`src/rtl/alu_issue_seq_if.sv`:
```
// alu_issue_seq_if
// Bundles every signal of the issue stage except clock and reset:
//   request channel  : in_valid/in_ready handshake with in_op, in_a, in_b, in_cin
//   ALU drive/return : alu_a, alu_b, alu_ctrl, alu_cin out; alu_out, alu_cout back
//   result channel   : out_valid/out_ready handshake with out_result, out_cout,
//                      out_zero, out_err
// Modports:
//   slave  - the sequencer itself
//   master - its environment (requester, ALU and result consumer together)
interface alu_issue_seq_if #(
  parameter int REG_WIDTH = 16
);
  logic                 in_valid;
  logic                 in_ready;
  logic [3:0]           in_op;
  logic [REG_WIDTH-1:0] in_a;
  logic [REG_WIDTH-1:0] in_b;
  logic                 in_cin;

  logic [REG_WIDTH-1:0] alu_a;
  logic [REG_WIDTH-1:0] alu_b;
  logic [7:0]           alu_ctrl;
  logic                 alu_cin;
  logic [REG_WIDTH-1:0] alu_out;
  logic                 alu_cout;

  logic                 out_valid;
  logic                 out_ready;
  logic [REG_WIDTH-1:0] out_result;
  logic                 out_cout;
  logic                 out_zero;
  logic                 out_err;

  modport slave (
    input  in_valid, in_op, in_a, in_b, in_cin, alu_out, alu_cout, out_ready,
    output in_ready, alu_a, alu_b, alu_ctrl, alu_cin,
           out_valid, out_result, out_cout, out_zero, out_err
  );

  modport master (
    output in_valid, in_op, in_a, in_b, in_cin, alu_out, alu_cout, out_ready,
    input  in_ready, alu_a, alu_b, alu_ctrl, alu_cin,
           out_valid, out_result, out_cout, out_zero, out_err
  );
endinterface

```
`src/rtl/alu_issue_seq.sv`:
```
// alu_issue_seq
// Issue/sequencing stage in front of a combinational ALU. It accepts an opcode
// and operands, decodes the opcode into the ALU's 8-bit control word, drives
// the ALU from registers and captures the ALU result into a one-deep output
// slot with its own handshake.
// Ports:
//   clk     - clock
//   reset_n - asynchronous active-low reset, clears every flop
//   bus     - alu_issue_seq_if.slave (request, ALU drive/return, result)
// Optional feature macro: ALU_ISSUE_MUL_EN
//   defined   - opcode 0xA is a shift-add multiply built from repeated ALU adds
//   undefined - opcode 0xA is illegal and no multiply logic exists
module alu_issue_seq #(
  parameter int REG_WIDTH = 16
) (
  input  logic            clk,
  input  logic            reset_n,
  alu_issue_seq_if.slave  bus
);

  localparam logic [7:0] CTRL_ADD  = 8'h2C;
  localparam logic [7:0] CTRL_SUB  = 8'hAC;
  localparam logic [7:0] CTRL_AND  = 8'h22;
  localparam logic [7:0] CTRL_OR   = 8'h32;
  localparam logic [7:0] CTRL_XOR  = 8'h04;
  localparam logic [7:0] CTRL_NOT  = 8'h44;
  localparam logic [7:0] CTRL_NAND = 8'h23;
  localparam logic [7:0] CTRL_NOR  = 8'h33;
  localparam logic [7:0] CTRL_XNOR = 8'h05;

`ifdef ALU_ISSUE_MUL_EN
  typedef enum logic [1:0] {IDLE, EXEC, MUL} state_t;
  localparam int CW = (REG_WIDTH > 1) ? $clog2(REG_WIDTH) : 1;
`else
  typedef enum logic [1:0] {IDLE, EXEC} state_t;
`endif

  state_t               state_q, state_d;
  logic [REG_WIDTH-1:0] alu_a_q, alu_a_d;
  logic [REG_WIDTH-1:0] alu_b_q, alu_b_d;
  logic [7:0]           alu_ctrl_q, alu_ctrl_d;
  logic                 alu_cin_q, alu_cin_d;
  logic                 out_valid_q, out_valid_d;
  logic [REG_WIDTH-1:0] out_result_q, out_result_d;
  logic                 out_cout_q, out_cout_d;
  logic                 out_zero_q, out_zero_d;
  logic                 out_err_q, out_err_d;

`ifdef ALU_ISSUE_MUL_EN
  // The accumulator lives in alu_a_q while multiplying; only the shifting
  // multiplicand/multiplier and the step counter need their own flops.
  logic [REG_WIDTH-1:0] mcand_q, mcand_d, mcand_n;
  logic [REG_WIDTH-1:0] mplier_q, mplier_d, mplier_n;
  logic [CW-1:0]        cnt_q, cnt_d;
  logic                 dec_mul;
`endif

  logic       in_ready;
  logic       accept;
  logic [7:0] dec_ctrl;
  logic       dec_legal;
  logic       dec_swap;
  logic       dec_use_cin;

  // A new request may only enter when idle and the result slot is either
  // empty or being drained in this same cycle.
  assign in_ready = reset_n && (state_q == IDLE) && (!out_valid_q || bus.out_ready);
  assign accept   = bus.in_valid && in_ready;

  // Opcode decode. SUB swaps operands because the ALU's subtract computes b-a.
  always_comb begin
    dec_ctrl    = 8'h00;
    dec_legal   = 1'b1;
    dec_swap    = 1'b0;
    dec_use_cin = 1'b0;
`ifdef ALU_ISSUE_MUL_EN
    dec_mul     = 1'b0;
`endif
    case (bus.in_op)
      4'h0: dec_ctrl = CTRL_ADD;
      4'h1: begin dec_ctrl = CTRL_ADD; dec_use_cin = 1'b1; end
      4'h2: begin dec_ctrl = CTRL_SUB; dec_swap = 1'b1; end
      4'h3: dec_ctrl = CTRL_AND;
      4'h4: dec_ctrl = CTRL_OR;
      4'h5: dec_ctrl = CTRL_XOR;
      4'h6: dec_ctrl = CTRL_NOT;
      4'h7: dec_ctrl = CTRL_NAND;
      4'h8: dec_ctrl = CTRL_NOR;
      4'h9: dec_ctrl = CTRL_XNOR;
`ifdef ALU_ISSUE_MUL_EN
      4'hA: begin dec_ctrl = CTRL_ADD; dec_mul = 1'b1; end
`endif
      default: dec_legal = 1'b0;
    endcase
  end

  // Next-state and register updates. The output slot clears on a drain unless
  // a capture in the same cycle refills it; illegal ops capture straight from
  // IDLE so they skip the ALU cycle entirely.
  always_comb begin
    state_d      = state_q;
    alu_a_d      = alu_a_q;
    alu_b_d      = alu_b_q;
    alu_ctrl_d   = alu_ctrl_q;
    alu_cin_d    = alu_cin_q;
    out_valid_d  = out_valid_q;
    out_result_d = out_result_q;
    out_cout_d   = out_cout_q;
    out_zero_d   = out_zero_q;
    out_err_d    = out_err_q;
`ifdef ALU_ISSUE_MUL_EN
    mcand_d      = mcand_q;
    mplier_d     = mplier_q;
    cnt_d        = cnt_q;
    mcand_n      = mcand_q << 1;
    mplier_n     = mplier_q >> 1;
`endif

    if (out_valid_q && bus.out_ready) begin
      out_valid_d = 1'b0;
    end

    case (state_q)
      IDLE: begin
        if (accept) begin
          if (!dec_legal) begin
            out_valid_d  = 1'b1;
            out_result_d = '0;
            out_cout_d   = 1'b0;
            out_zero_d   = 1'b1;
            out_err_d    = 1'b1;
          end
`ifdef ALU_ISSUE_MUL_EN
          else if (dec_mul) begin
            state_d    = MUL;
            alu_a_d    = '0;
            alu_b_d    = bus.in_b[0] ? bus.in_a : '0;
            alu_ctrl_d = dec_ctrl;
            alu_cin_d  = 1'b0;
            mcand_d    = bus.in_a;
            mplier_d   = bus.in_b;
            cnt_d      = '0;
          end
`endif
          else begin
            state_d    = EXEC;
            alu_ctrl_d = dec_ctrl;
            alu_a_d    = dec_swap ? bus.in_b : bus.in_a;
            alu_b_d    = dec_swap ? bus.in_a : bus.in_b;
            alu_cin_d  = dec_use_cin & bus.in_cin;
          end
        end
      end

      EXEC: begin
        out_valid_d  = 1'b1;
        out_result_d = bus.alu_out;
        out_cout_d   = bus.alu_cout;
        out_zero_d   = (bus.alu_out == '0);
        out_err_d    = 1'b0;
        alu_a_d      = '0;
        alu_b_d      = '0;
        alu_ctrl_d   = 8'h00;
        alu_cin_d    = 1'b0;
        state_d      = IDLE;
      end

`ifdef ALU_ISSUE_MUL_EN
      // Each cycle adds the (possibly zero) shifted multiplicand into the
      // accumulator; the final add's sum goes straight into the result slot.
      MUL: begin
        if (cnt_q == CW'(REG_WIDTH - 1)) begin
          out_valid_d  = 1'b1;
          out_result_d = bus.alu_out;
          out_cout_d   = 1'b0;
          out_zero_d   = (bus.alu_out == '0);
          out_err_d    = 1'b0;
          alu_a_d      = '0;
          alu_b_d      = '0;
          alu_ctrl_d   = 8'h00;
          alu_cin_d    = 1'b0;
          state_d      = IDLE;
        end else begin
          alu_a_d  = bus.alu_out;
          alu_b_d  = mplier_n[0] ? mcand_n : '0;
          mcand_d  = mcand_n;
          mplier_d = mplier_n;
          cnt_d    = cnt_q + CW'(1);
        end
      end
`endif

      default: state_d = IDLE;
    endcase
  end

  always_ff @(posedge clk or negedge reset_n) begin
    if (!reset_n) begin
      state_q      <= IDLE;
      alu_a_q      <= '0;
      alu_b_q      <= '0;
      alu_ctrl_q   <= 8'h00;
      alu_cin_q    <= 1'b0;
      out_valid_q  <= 1'b0;
      out_result_q <= '0;
      out_cout_q   <= 1'b0;
      out_zero_q   <= 1'b0;
      out_err_q    <= 1'b0;
`ifdef ALU_ISSUE_MUL_EN
      mcand_q      <= '0;
      mplier_q     <= '0;
      cnt_q        <= '0;
`endif
    end else begin
      state_q      <= state_d;
      alu_a_q      <= alu_a_d;
      alu_b_q      <= alu_b_d;
      alu_ctrl_q   <= alu_ctrl_d;
      alu_cin_q    <= alu_cin_d;
      out_valid_q  <= out_valid_d;
      out_result_q <= out_result_d;
      out_cout_q   <= out_cout_d;
      out_zero_q   <= out_zero_d;
      out_err_q    <= out_err_d;
`ifdef ALU_ISSUE_MUL_EN
      mcand_q      <= mcand_d;
      mplier_q     <= mplier_d;
      cnt_q        <= cnt_d;
`endif
    end
  end

  assign bus.in_ready   = in_ready;
  assign bus.alu_a      = alu_a_q;
  assign bus.alu_b      = alu_b_q;
  assign bus.alu_ctrl   = alu_ctrl_q;
  assign bus.alu_cin    = alu_cin_q;
  assign bus.out_valid  = out_valid_q;
  assign bus.out_result = out_result_q;
  assign bus.out_cout   = out_cout_q;
  assign bus.out_zero   = out_zero_q;
  assign bus.out_err    = out_err_q;

endmodule

```
`src/flat_wrapper.sv`:
```
// flat-port wrapper written by rule: the top's interface ports become plain ports
module alu_issue_seq_flat 
#(
  parameter int REG_WIDTH = 16
)
  (clk, reset_n, bus_in_valid, bus_in_op, bus_in_a, bus_in_b, bus_in_cin, bus_alu_out, bus_alu_cout, bus_out_ready, bus_in_ready, bus_alu_a, bus_alu_b, bus_alu_ctrl, bus_alu_cin, bus_out_valid, bus_out_result, bus_out_cout, bus_out_zero, bus_out_err);
  alu_issue_seq_if #(.REG_WIDTH(REG_WIDTH)) bus_i ();
  input  logic clk;
  input  logic reset_n;
  input wire logic [$bits(bus_i.in_valid)-1:0] bus_in_valid;
  input wire logic [$bits(bus_i.in_op)-1:0] bus_in_op;
  input wire logic [$bits(bus_i.in_a)-1:0] bus_in_a;
  input wire logic [$bits(bus_i.in_b)-1:0] bus_in_b;
  input wire logic [$bits(bus_i.in_cin)-1:0] bus_in_cin;
  input wire logic [$bits(bus_i.alu_out)-1:0] bus_alu_out;
  input wire logic [$bits(bus_i.alu_cout)-1:0] bus_alu_cout;
  input wire logic [$bits(bus_i.out_ready)-1:0] bus_out_ready;
  output wire logic [$bits(bus_i.in_ready)-1:0] bus_in_ready;
  output wire logic [$bits(bus_i.alu_a)-1:0] bus_alu_a;
  output wire logic [$bits(bus_i.alu_b)-1:0] bus_alu_b;
  output wire logic [$bits(bus_i.alu_ctrl)-1:0] bus_alu_ctrl;
  output wire logic [$bits(bus_i.alu_cin)-1:0] bus_alu_cin;
  output wire logic [$bits(bus_i.out_valid)-1:0] bus_out_valid;
  output wire logic [$bits(bus_i.out_result)-1:0] bus_out_result;
  output wire logic [$bits(bus_i.out_cout)-1:0] bus_out_cout;
  output wire logic [$bits(bus_i.out_zero)-1:0] bus_out_zero;
  output wire logic [$bits(bus_i.out_err)-1:0] bus_out_err;
  assign bus_i.in_valid = bus_in_valid;
  assign bus_i.in_op = bus_in_op;
  assign bus_i.in_a = bus_in_a;
  assign bus_i.in_b = bus_in_b;
  assign bus_i.in_cin = bus_in_cin;
  assign bus_i.alu_out = bus_alu_out;
  assign bus_i.alu_cout = bus_alu_cout;
  assign bus_i.out_ready = bus_out_ready;
  assign bus_in_ready = bus_i.in_ready;
  assign bus_alu_a = bus_i.alu_a;
  assign bus_alu_b = bus_i.alu_b;
  assign bus_alu_ctrl = bus_i.alu_ctrl;
  assign bus_alu_cin = bus_i.alu_cin;
  assign bus_out_valid = bus_i.out_valid;
  assign bus_out_result = bus_i.out_result;
  assign bus_out_cout = bus_i.out_cout;
  assign bus_out_zero = bus_i.out_zero;
  assign bus_out_err = bus_i.out_err;
  alu_issue_seq #(.REG_WIDTH(REG_WIDTH)) u_core (.clk(clk), .reset_n(reset_n), .bus(bus_i));
endmodule
```
`config.mk`:
```
export PLATFORM = sky130hd
export DESIGN_NAME = alu_issue_seq_flat
export DESIGN_NICKNAME = d
export VERILOG_FILES = /design/src/rtl/alu_issue_seq_if.sv /design/src/rtl/alu_issue_seq.sv /design/src/flat_wrapper.sv
export SDC_FILE = /design/constraint.sdc
export NUM_CORES = 1
export LEC_CHECK = 0
export CORE_UTILIZATION = 40
export DETAILED_ROUTE_END_ITERATION = 7
export GPL_ROUTABILITY_DRIVEN = 1
export PLACE_DENSITY = 0.86
export SLEW_MARGIN = 40
export SYNTH_ARGS = -nofsm -noshare
export SYNTH_HDL_FRONTEND = slang
export SYNTH_SLANG_ARGS = --single-unit
```
`constraint.sdc`:
```
create_clock -name clk -period 2.8 [get_ports clk]
set_input_delay 0.7 -clock clk [delete_from_list [all_inputs] [get_ports clk]]
set_output_delay 0.7 -clock clk [all_outputs]
set_load 0.03 [all_outputs]
```
[After elaboration in Yosys (flattened, before gate mapping)]
Index checks and enable logic that the tools add are counted.
Word-level totals
  register bits after elaboration: 63
  input bits: 58
  output and inout port bits: 62
  logic and storage cells: 74
Cells by class
  equality and inequality tests: 13
  muxes and demuxes: 35
  bitwise logic cells: 1
  reduce and logical (&&, ||, !) cells: 15
Operators with widths (count)
  two-way mux 16 bit: 8
  one-hot mux 16 bit (2 select lines): 3
  one-hot mux 8 bit (9 select lines): 1
  == test 4 x 3 -> 1 bit, second input constant: 4
  logical NOT 16 bit: 1
  two-way mux 8 bit: 2
  one-hot mux 8 bit (2 select lines): 1
  two-way mux 1 bit: 12
  one-hot mux 1 bit (2 select lines): 5
  OR reduction 10 bit: 1
  == test 4 x 2 -> 1 bit, second input constant: 2
  == test 4 bit, second input constant: 2
  two-way mux 2 bit: 3
  AND reduction 3 bit: 2
  == test 4 x 1 -> 1 bit, second input constant: 1
  logical AND 1 bit: 4
  logical NOT 4 bit: 1
  != test 2 x 1 -> 1 bit, second input constant: 2
  == test 2 x 1 -> 1 bit, second input constant: 1
  logical NOT 2 bit: 1
  != test 2 bit, second input constant: 1
  AND reduction 2 bit: 1
  nonzero test 2 bit: 1
  OR reduction 2 bit: 1
  other kinds (3): 3

[Depth between registers and ports, before layout]
  depth in word-level cells: 6
  gate-level depth with buffers: 6

[Least setup slack after synthesis]
Ideal clock, no wire load.
  path type: input -> output
  start: input port bus_out_ready
  end: output port bus_in_ready
  data arrival time: 1267 ps
  data required time: 2100 ps
  setup slack: 833 ps
  cell stages on the path: 3
  path buffers: 1
  cells stage by stage: nand2b_1 > clkbuf_2 > and2_1
Between the ends
  longest elaborated chain between the ends: 2
RTL lines
  start: declaration: line flat_wrapper.sv:17  | input wire logic [$bits(bus_i.out_ready)-1:0] bus_out_ready;
  logical OR 1 bit: line alu_issue_seq.sv:67  | assign in_ready = reset_n && (state_q == IDLE) && (!out_valid_q || bus.out_ready);
  logical AND 1 bit: line alu_issue_seq.sv:67
  end: declaration: line flat_wrapper.sv:18  | output wire logic [$bits(bus_i.in_ready)-1:0] bus_in_ready;
Every way passes these cells.

[Worst setup path in the final report]
Ends and elaborated chain as after synthesis.

==> flow_summary.rst <==
.. list-table::
   :header-rows: 1

   * - Metric
     - Value
   * - Number of endpoints with negative hold slack in the final report
     - 0
   * - Top cell type's share of synthesized area
     - 0.511
   * - Initial antenna violation count
     - 0
   * - Number of synthesized flops with an enable pin
     - 0
   * - Net switching power
     - ~1100 uW
   * - Proportion of synthesized chip area in sequential cells
     - 0.511
   * - Core region area
     - 7290 sq um
   * - Part of the power in combinational logic
     - 0.370
   * - Placer Congestion
     - between 0.7 and 0.8
   * - Tot GR Track Use
     - 0.192
   * - Status
     - completed
   * - Number of setup violations in the final report
     - 0
   * - P_leak
     - about 0.0021 uW
   * - Minimum setup slack after placement
     - between 200 and 300 ps
   * - Cell family with the largest share of critical-path delay
     - buffers and inverters
   * - Post-route antenna net violation count
     - 0
   * - Drt first pass iters
     - 4
   * - Antenna cells
     - 0
   * - Cell at the slowest stage of the critical path
     - sky130_fd_sc_hd__clkdlybuf4s50_1
   * - Quantity of hold-fixing buffers added after cts
     - 0
   * - Post-route clock skew
     - about 7.3 ps
   * - Distinct cell type count after synthesis
     - 38
   * - Power share of the clock group
     - 0.251
   * - Buffer levels on the longest clock path
     - 2
   * - Via count of the routed design
     - between 2k and 2.5k
   * - Internal Power
     - between 2000 and 2500 uW
   * - Pin slew with the least headroom to its limit
     - ~600 ps
   * - Total Wirelength
     - between 7 and 8 mm
   * - Iteration-0 DRC Markers
     - 70
   * - Remaining global-route overflow
     - 0
   * - Number of gates resized after cts
     - 0
   * - Critical Path Source Type
     - input port
   * - Maximum vdd ir drop
     - approximately 0.32 mV
   * - IO Count
     - 120
   * - Shortest clock period the worst path allows after layout
     - 2270 ps
   * - TNS Setup
     - 0 ps
   * - Initial Utilization
     - 0.417
   * - F_max
     - between 0.4 and 0.5 GHz
   * - Crit-path cells
     - clkdlybuf4s50_1 > nand2b_1 > and2_1 > buf_4
   * - Core Rows
     - 31
   * - Min-delay worst type
     - input port to async pin
   * - Maximum number of pins on one net before global-route repair
     - 63
   * - Worst EP arrival
     - ~1600 ps
   * - Number of clock sinks
     - between 60 and 70
   * - Depth of the most critical reg-to-reg path
     - 5
   * - First-pass GRT wire length
     - about 11 mm
   * - Residual DRC
     - 0
   * - Mean post-synth cell area
     - around 12 sq um
   * - Number of register bits inferred by synthesis
     - a little over 60
   * - Mean number of vias per cell
     - about 5.0
   * - YS warnings
     - 0
   * - Type of element capturing the critical path
     - output pin
   * - Root buf cell
     - sky130_fd_sc_hd__clkbuf_8
   * - Worst slew margin relative to its limit
     - 0.589
   * - Switching part of the total power
     - 0.341
   * - Die span in x
     - 89.2 um
   * - Mapped Cells
     - around 250
   * - Number of H-tree levels
     - 3
   * - Number of nets in the layout
     - approximately 430
   * - Number of buffer and inverter instances along the worst setup path
     - 2
   * - Post-CTS Setup Bufs
     - 0
   * - Share of async-settable or async-resettable flops after synthesis
     - 1.00
   * - Port bufs
     - ~120
   * - Slack of the critical path
     - 527 ps
   * - Largest fanout on the critical path
     - 2
   * - Area growth syn-to-layout
     - 47.0%
   * - Share of power burned in registers
     - 0.379
   * - Setup repair after global routing missed its margin
     - false
   * - Routed wirelength normalized by instance count
     - around 16 um
   * - Cell taking the most area after synthesis
     - sky130_fd_sc_hd__dfrtp_1
   * - Floorplan die area
     - between 7000 and 8000 sq um
   * - TritonCTS Buffers
     - 9
   * - Share of final-layout standard cells stronger than drive strength 1
     - 0.0860
   * - Util after Layout
     - 0.612
   * - Most used flip-flop cell after synthesis
     - sky130_fd_sc_hd__dfrtp_1
   * - Chip Height
     - between 80 and 90 um
   * - Number of global-route vias before repair
     - roughly 2.4k
   * - Delay of the slowest critical-path stage
     - 410 ps
   * - Final number of max-transition violations
     - 0
   * - Classification of the worst setup path
     - input port to output pin
   * - Period utilisation layout
     - 0.812
   * - CTS clock-pin slew for the worst setup and hold paths
     - 70 ps
   * - Logic depth of the worst path, buffers included
     - 4
   * - TritonCTS clock tree
     - built
   * - Post-synth net total
     - between 300 and 400
   * - Placed wire-length estimate after detailed placement
     - roughly 5.4 mm
   * - Area of the mapped netlist
     - 3040 sq um
   * - Power per cell area
     - about 700 nW/um^2
   * - Skew-Pair Late Insertion Delay
     - around 330 ps
   * - Endpoint required time on the critical path
     - between 2000 and 2500 ps
   * - Max-cap check violation count
     - 0
   * - Dominant cells by area after synthesis
     - sky130_fd_sc_hd__dfrtp_1, sky130_fd_sc_hd__mux2i_1, sky130_fd_sc_hd__nand2_1
==> power by group through the flow <==
stage | logic [uW] | registers, uW | clock network [uW]
after floorplan | 266 | 1530 | 0
after global placement | 1130 | 1180 | 0
after detailed placement | 1160 | 1190 | 0
after CTS | 1160 | 1180 | 800
after global routing | 1210 | 1200 | 852
final | 1140 | 1170 | 779
==> sequential cells by signal, indices dropped and copies added, names as in the netlist <==
name                   cells
u_core.bus.alu_a          16
u_core.bus.alu_b          16
u_core.bus.alu_cin         1
u_core.bus.alu_ctrl        8
u_core.bus.out_cout        1
u_core.bus.out_err         1
u_core.bus.out_result     16
u_core.bus.out_valid       1
u_core.bus.out_zero        1
u_core.state_q             1
==> cells in the mapped netlist, drive strengths merged, types with 2 or more instances <==
cell and number:
mux2i 69, nor4 4, nor2 6, a41oi 3, nand2 40, dfrtp 62
xnor2 2, o21ai 2, a22o 17, inv 3, buf 14, nor2b 4
mux2 2, clkbuf 5
==> worst register-to-register path, cell delays in order (launching register included) <==
cell                      delay (ps)
sky130_fd_sc_hd__dfrtp_1         410
sky130_fd_sc_hd__buf_4           230
sky130_fd_sc_hd__inv_1           370
sky130_fd_sc_hd__buf_4           400
sky130_fd_sc_hd__nand2_1         110
sky130_fd_sc_hd__mux2i_1         150
==> metal layers <==
metal,vias up,GRT usage,share of wire
li1,1132,-,-
met1,1144,0.223,0.41
met2,90,0.330,0.49
met3,8,0.0646,0.093
met4,0,0.0693,0.010
met5,-,0,0
==> final timing paths <==
path,from,end,slack [ps]
min in group clk,u_core.bus.out_result[1],u_core.bus.out_result[1],490
min,reset_n,u_core.bus.out_result[2],430
max in group asynchronous,reset_n,u_core.bus.alu_a[6],1940
max reg2reg,u_core.state_q[0],u_core.bus.alu_b[0],1060
max,bus_out_ready,bus_in_ready,530
min reg2reg,u_core.bus.out_result[1],u_core.bus.out_result[1],490
==> area by class of cell <==
cell class              instances  area, sq um
fillers                       617         2830
inverters                       3         11.3
clock buffers                  12          155
clock inverters                 4         45.0
repair buffers                127         1260
well taps                      99          124
flip-flops and latches         62         1550
multi-input cells             164         1320
==> cell families after synthesis <==
family          Yosys count  share of synthesized area
xor+xnor                  2                    0.00577
flops                    62                      0.511
mux                      71                      0.236
simple gates             64                      0.107
buf+inv                  22                     0.0585
compound gates           27                     0.0815
==> cells in the final DEF, fill, tap and decap left out, types with 3 or more instances in the layout <==
master                            Yosys  routed
sky130_fd_sc_hd__mux2i_1             69      69
sky130_fd_sc_hd__inv_1                3       3
sky130_fd_sc_hd__nor2b_1              3       3
sky130_fd_sc_hd__dfrtp_1             62      62
sky130_fd_sc_hd__clkdlybuf4s50_1      0     117
sky130_fd_sc_hd__nand2_1             40      40
sky130_fd_sc_hd__buf_4                2       7
sky130_fd_sc_hd__nor2_1               6       6
sky130_fd_sc_hd__clkinv_2             0       3
sky130_fd_sc_hd__nor4_1               4       4
sky130_fd_sc_hd__clkbuf_8             0      11
sky130_fd_sc_hd__a22o_1              17      17
==> metrics by stage <==
step           hold slack (ps)  cell area [sq um]  total power, uW  instances
2_1_floorplan              404               3040             1800        248
3_3_place_gp               480               4260             2310        455
3_5_place_dp               482               4260             2340        455
4_1_cts                    499               4460             3130        471
5_1_grt                    495               4460             3260        471
6_report                   433               4460             3100        471
Note: power is estimated with default switching activity, not from simulation.
==> RTL edit: new RTL, config.mk and constraints unchanged <==
Make the reset (`reset_n`) synchronous in one clocked block. Comments in the files are not updated.
--- a/src/rtl/alu_issue_seq.sv
+++ b/src/rtl/alu_issue_seq.sv
@@ -195,5 +195,5 @@
   end
 
-  always_ff @(posedge clk or negedge reset_n) begin
+  always_ff @(posedge clk) begin
     if (!reset_n) begin
       state_q      <= IDLE;
Behaviour: differs if reset_n is asserted again (counterexample within 4 cycles, from zero or initial values and one cycle with reset_n low); with reset_n held inactive, the same outputs for 10 cycles.
==> RTL edit against the original RTL <==
The flow now finishes with violations (design-rule violations). Routed wire length rose by 5.7%. Core utilization rose by 2.6 points. Synthesized area fell by 7.9%. Sequential cell count did not move. Setup slack got worse by 0.18 ns. Cell area fell by 3.4%. Critical path type unchanged. Critical endpoint unchanged. Highest routed layer unchanged.
Power is not compared: it rests on default switching activity, and its combinational part moved more than twofold at a synthesized area within 25%.
==> RTL edit: results (changes against the original RTL) <==
| Metric | Value |
|---|---|
| Outcome | `finished, violations left` |
| Failing checks | `design-rule violations` |
| Sequential area share after synthesis | `44.38% (-6.7 points)` |
| First-pass GRT wire length | `12440 um (+8.7%)` |
| Vias | `2733 (+15%)` |
| CTS Buf Count | `9 (unchanged)` |
| Worst Skew | `0.007940 ns (+0.0005979 ns)` |
| Worst Hold Class | `reg -> reg` |
| Worst Path Arrival | `1.76 ns (+0.19 ns)` |
| Relative slew slack | `55.85% (-3.0 points)` |
| Nets | `485 (+14%)` |
| HPWL Detailed | `5531 um (+3.0%)` |
| Share of layout cells above drive strength 1 | `14.35% (+5.7 points)` |
| CTS resizes | `0 (unchanged)` |
| Initial antenna violation count | `0 (unchanged)` |
| Pin count of the biggest net entering global routing | `34 (-46%)` |
| DR WL/cell | `15.36 um (-2.8%)` |
| Drt first pass iters | `7 (+3)` |
| Number of global-route vias before repair | `2645 (+10%)` |
| Number of remaining DRC errors | `2 (+2)` |
| Ranking of synthesized cells by area | `dfxtp_1, a311oi_2, nand2_1` |
| Commonest cells post-synth | `nand2_1, dfxtp_1, nor2_1` |
| Number of synthesis warnings | `0 (unchanged)` |
| Distinct cells, synth | `37 (-2.6%)` |
| # port buffers | `119 (unchanged)` |
| CTS Root Cell | `clkbuf_8` |
| GRT Util Overall | `21.64% (+2.5 points)` |
| Worst vdd ir | `0.2743 mV` |
| FFs w/ async S/R, synth | `0% (-100 points)` |
| Depth of the CTS H-tree | `3 (unchanged)` |
| Syn nets | `367 (+20%)` |
| Drt initial violations | `110 (+57%)` |
| Worst-Skew Late Latency | `0.33 ns (about the same)` |
| Top FF cell, synth | `dfxtp_1` |
| Diodes inserted | `0 (unchanged)` |
| Leak Pwr | `1.566 nW` |
| Crit-path max FO | `5 (+3)` |
| Clock buffer depth | `2 (unchanged)` |
| Worst reg2reg path depth | `6 (+1)` |
| Gpl congestion | `0.7811 (+5.2%)` |
| Placement Cell Area | `0.004114 mm2 (-3.4%)` |
==> RTL edit: changes by cell type after synthesis, sizes merged, moves of 21 or more <==
| cell | unedited run | this run |
|---|---|---|
| a311oi | 0 | 21 |
| dfxtp | 0 | 62 |
| dfrtp | 62 | 0 |
| mux2i | 69 | 0 |
| nor2 | 6 | 29 |
| nand2 | 40 | 70 |
==> RTL edit: layer usage <==
layer | GRT usage (%) | routed length [um] | part of all wire, % | up-vias
met3 | 5.390 | 315 | 4.0 | 18
met4 | 10.61 | 224 | 2.8 | 0
met5 | 0 | 0 | 0 | -
met1 | 25.91 | 3422 | 44 | 1300
li1 | - | - | - | 1330
met2 | 36.29 | 3900 | 50 | 85
==> RTL edit: kinds of logic (layout without fill, tap and decap cells) <==
| kind of cell | count (synthesis) | after routing | share of synthesized area [%] |
|---|---|---|---|
| XOR/XNOR | 2 | 2 | 0.6265 |
| AO/OA/AOI/OAI | 75 | 75 | 25.23 |
| buffers and inverters | 31 | 154 | 5.592 |
| AND/OR/NAND/NOR | 139 | 139 | 24.16 |
| flip-flops | 62 | 62 | 44.38 |
==> RTL edit: power groups by stage <==
stage / Clock, W / Combinational, W / Sequential, W
after floorplan: 0 / 0.000159 / 0.00104
after global placement: 0 / 0.000436 / 0.000960
after detailed placement: 0 / 0.000447 / 0.000961
after CTS: 0.000801 / 0.000448 / 0.000941
after global routing: 0.000853 / 0.000475 / 0.000945
final: 0.000788 / 0.000447 / 0.000941
==> RTL edit: per-stage QoR <==
stage	cells	setup slack [ns]
6_report	512	0.3431
3_3_place_gp	496	0.06502
3_5_place_dp	496	0.06531
4_1_cts	512	0.3329
2_1_floorplan	309	0.4815
5_1_grt	512	0.2792
==> RTL edit: layout make-up <==
cell class              count  area [um2]
fillers                   562        2444
multi-input cells         216        1410
repair buffers            136        1354
flip-flops and latches     62        1241
clock buffers              10       137.6
well taps                  80       100.1
clock inverters             6       61.31
inverters                   2       8.758
==> RTL edit: final timing paths <==
kind	from	to	slack, ns
worst max register to register	u_core.state_q[0]	u_core.bus.alu_b[1]	1.05
worst max-delay path	reset_n	bus_in_ready	0.34
worst min-delay path	u_core.bus.out_result[8]	u_core.bus.out_result[8]	0.48
worst min register to register	u_core.bus.out_result[8]	u_core.bus.out_result[8]	0.48
==> RTL edit: worst max-delay path, stage by stage <==
cell             delay, ns
clkdlybuf4s50_1       0.49
nand2b_1              0.10
buf_4                 0.17
nor2_1                0.11
buf_4                 0.17
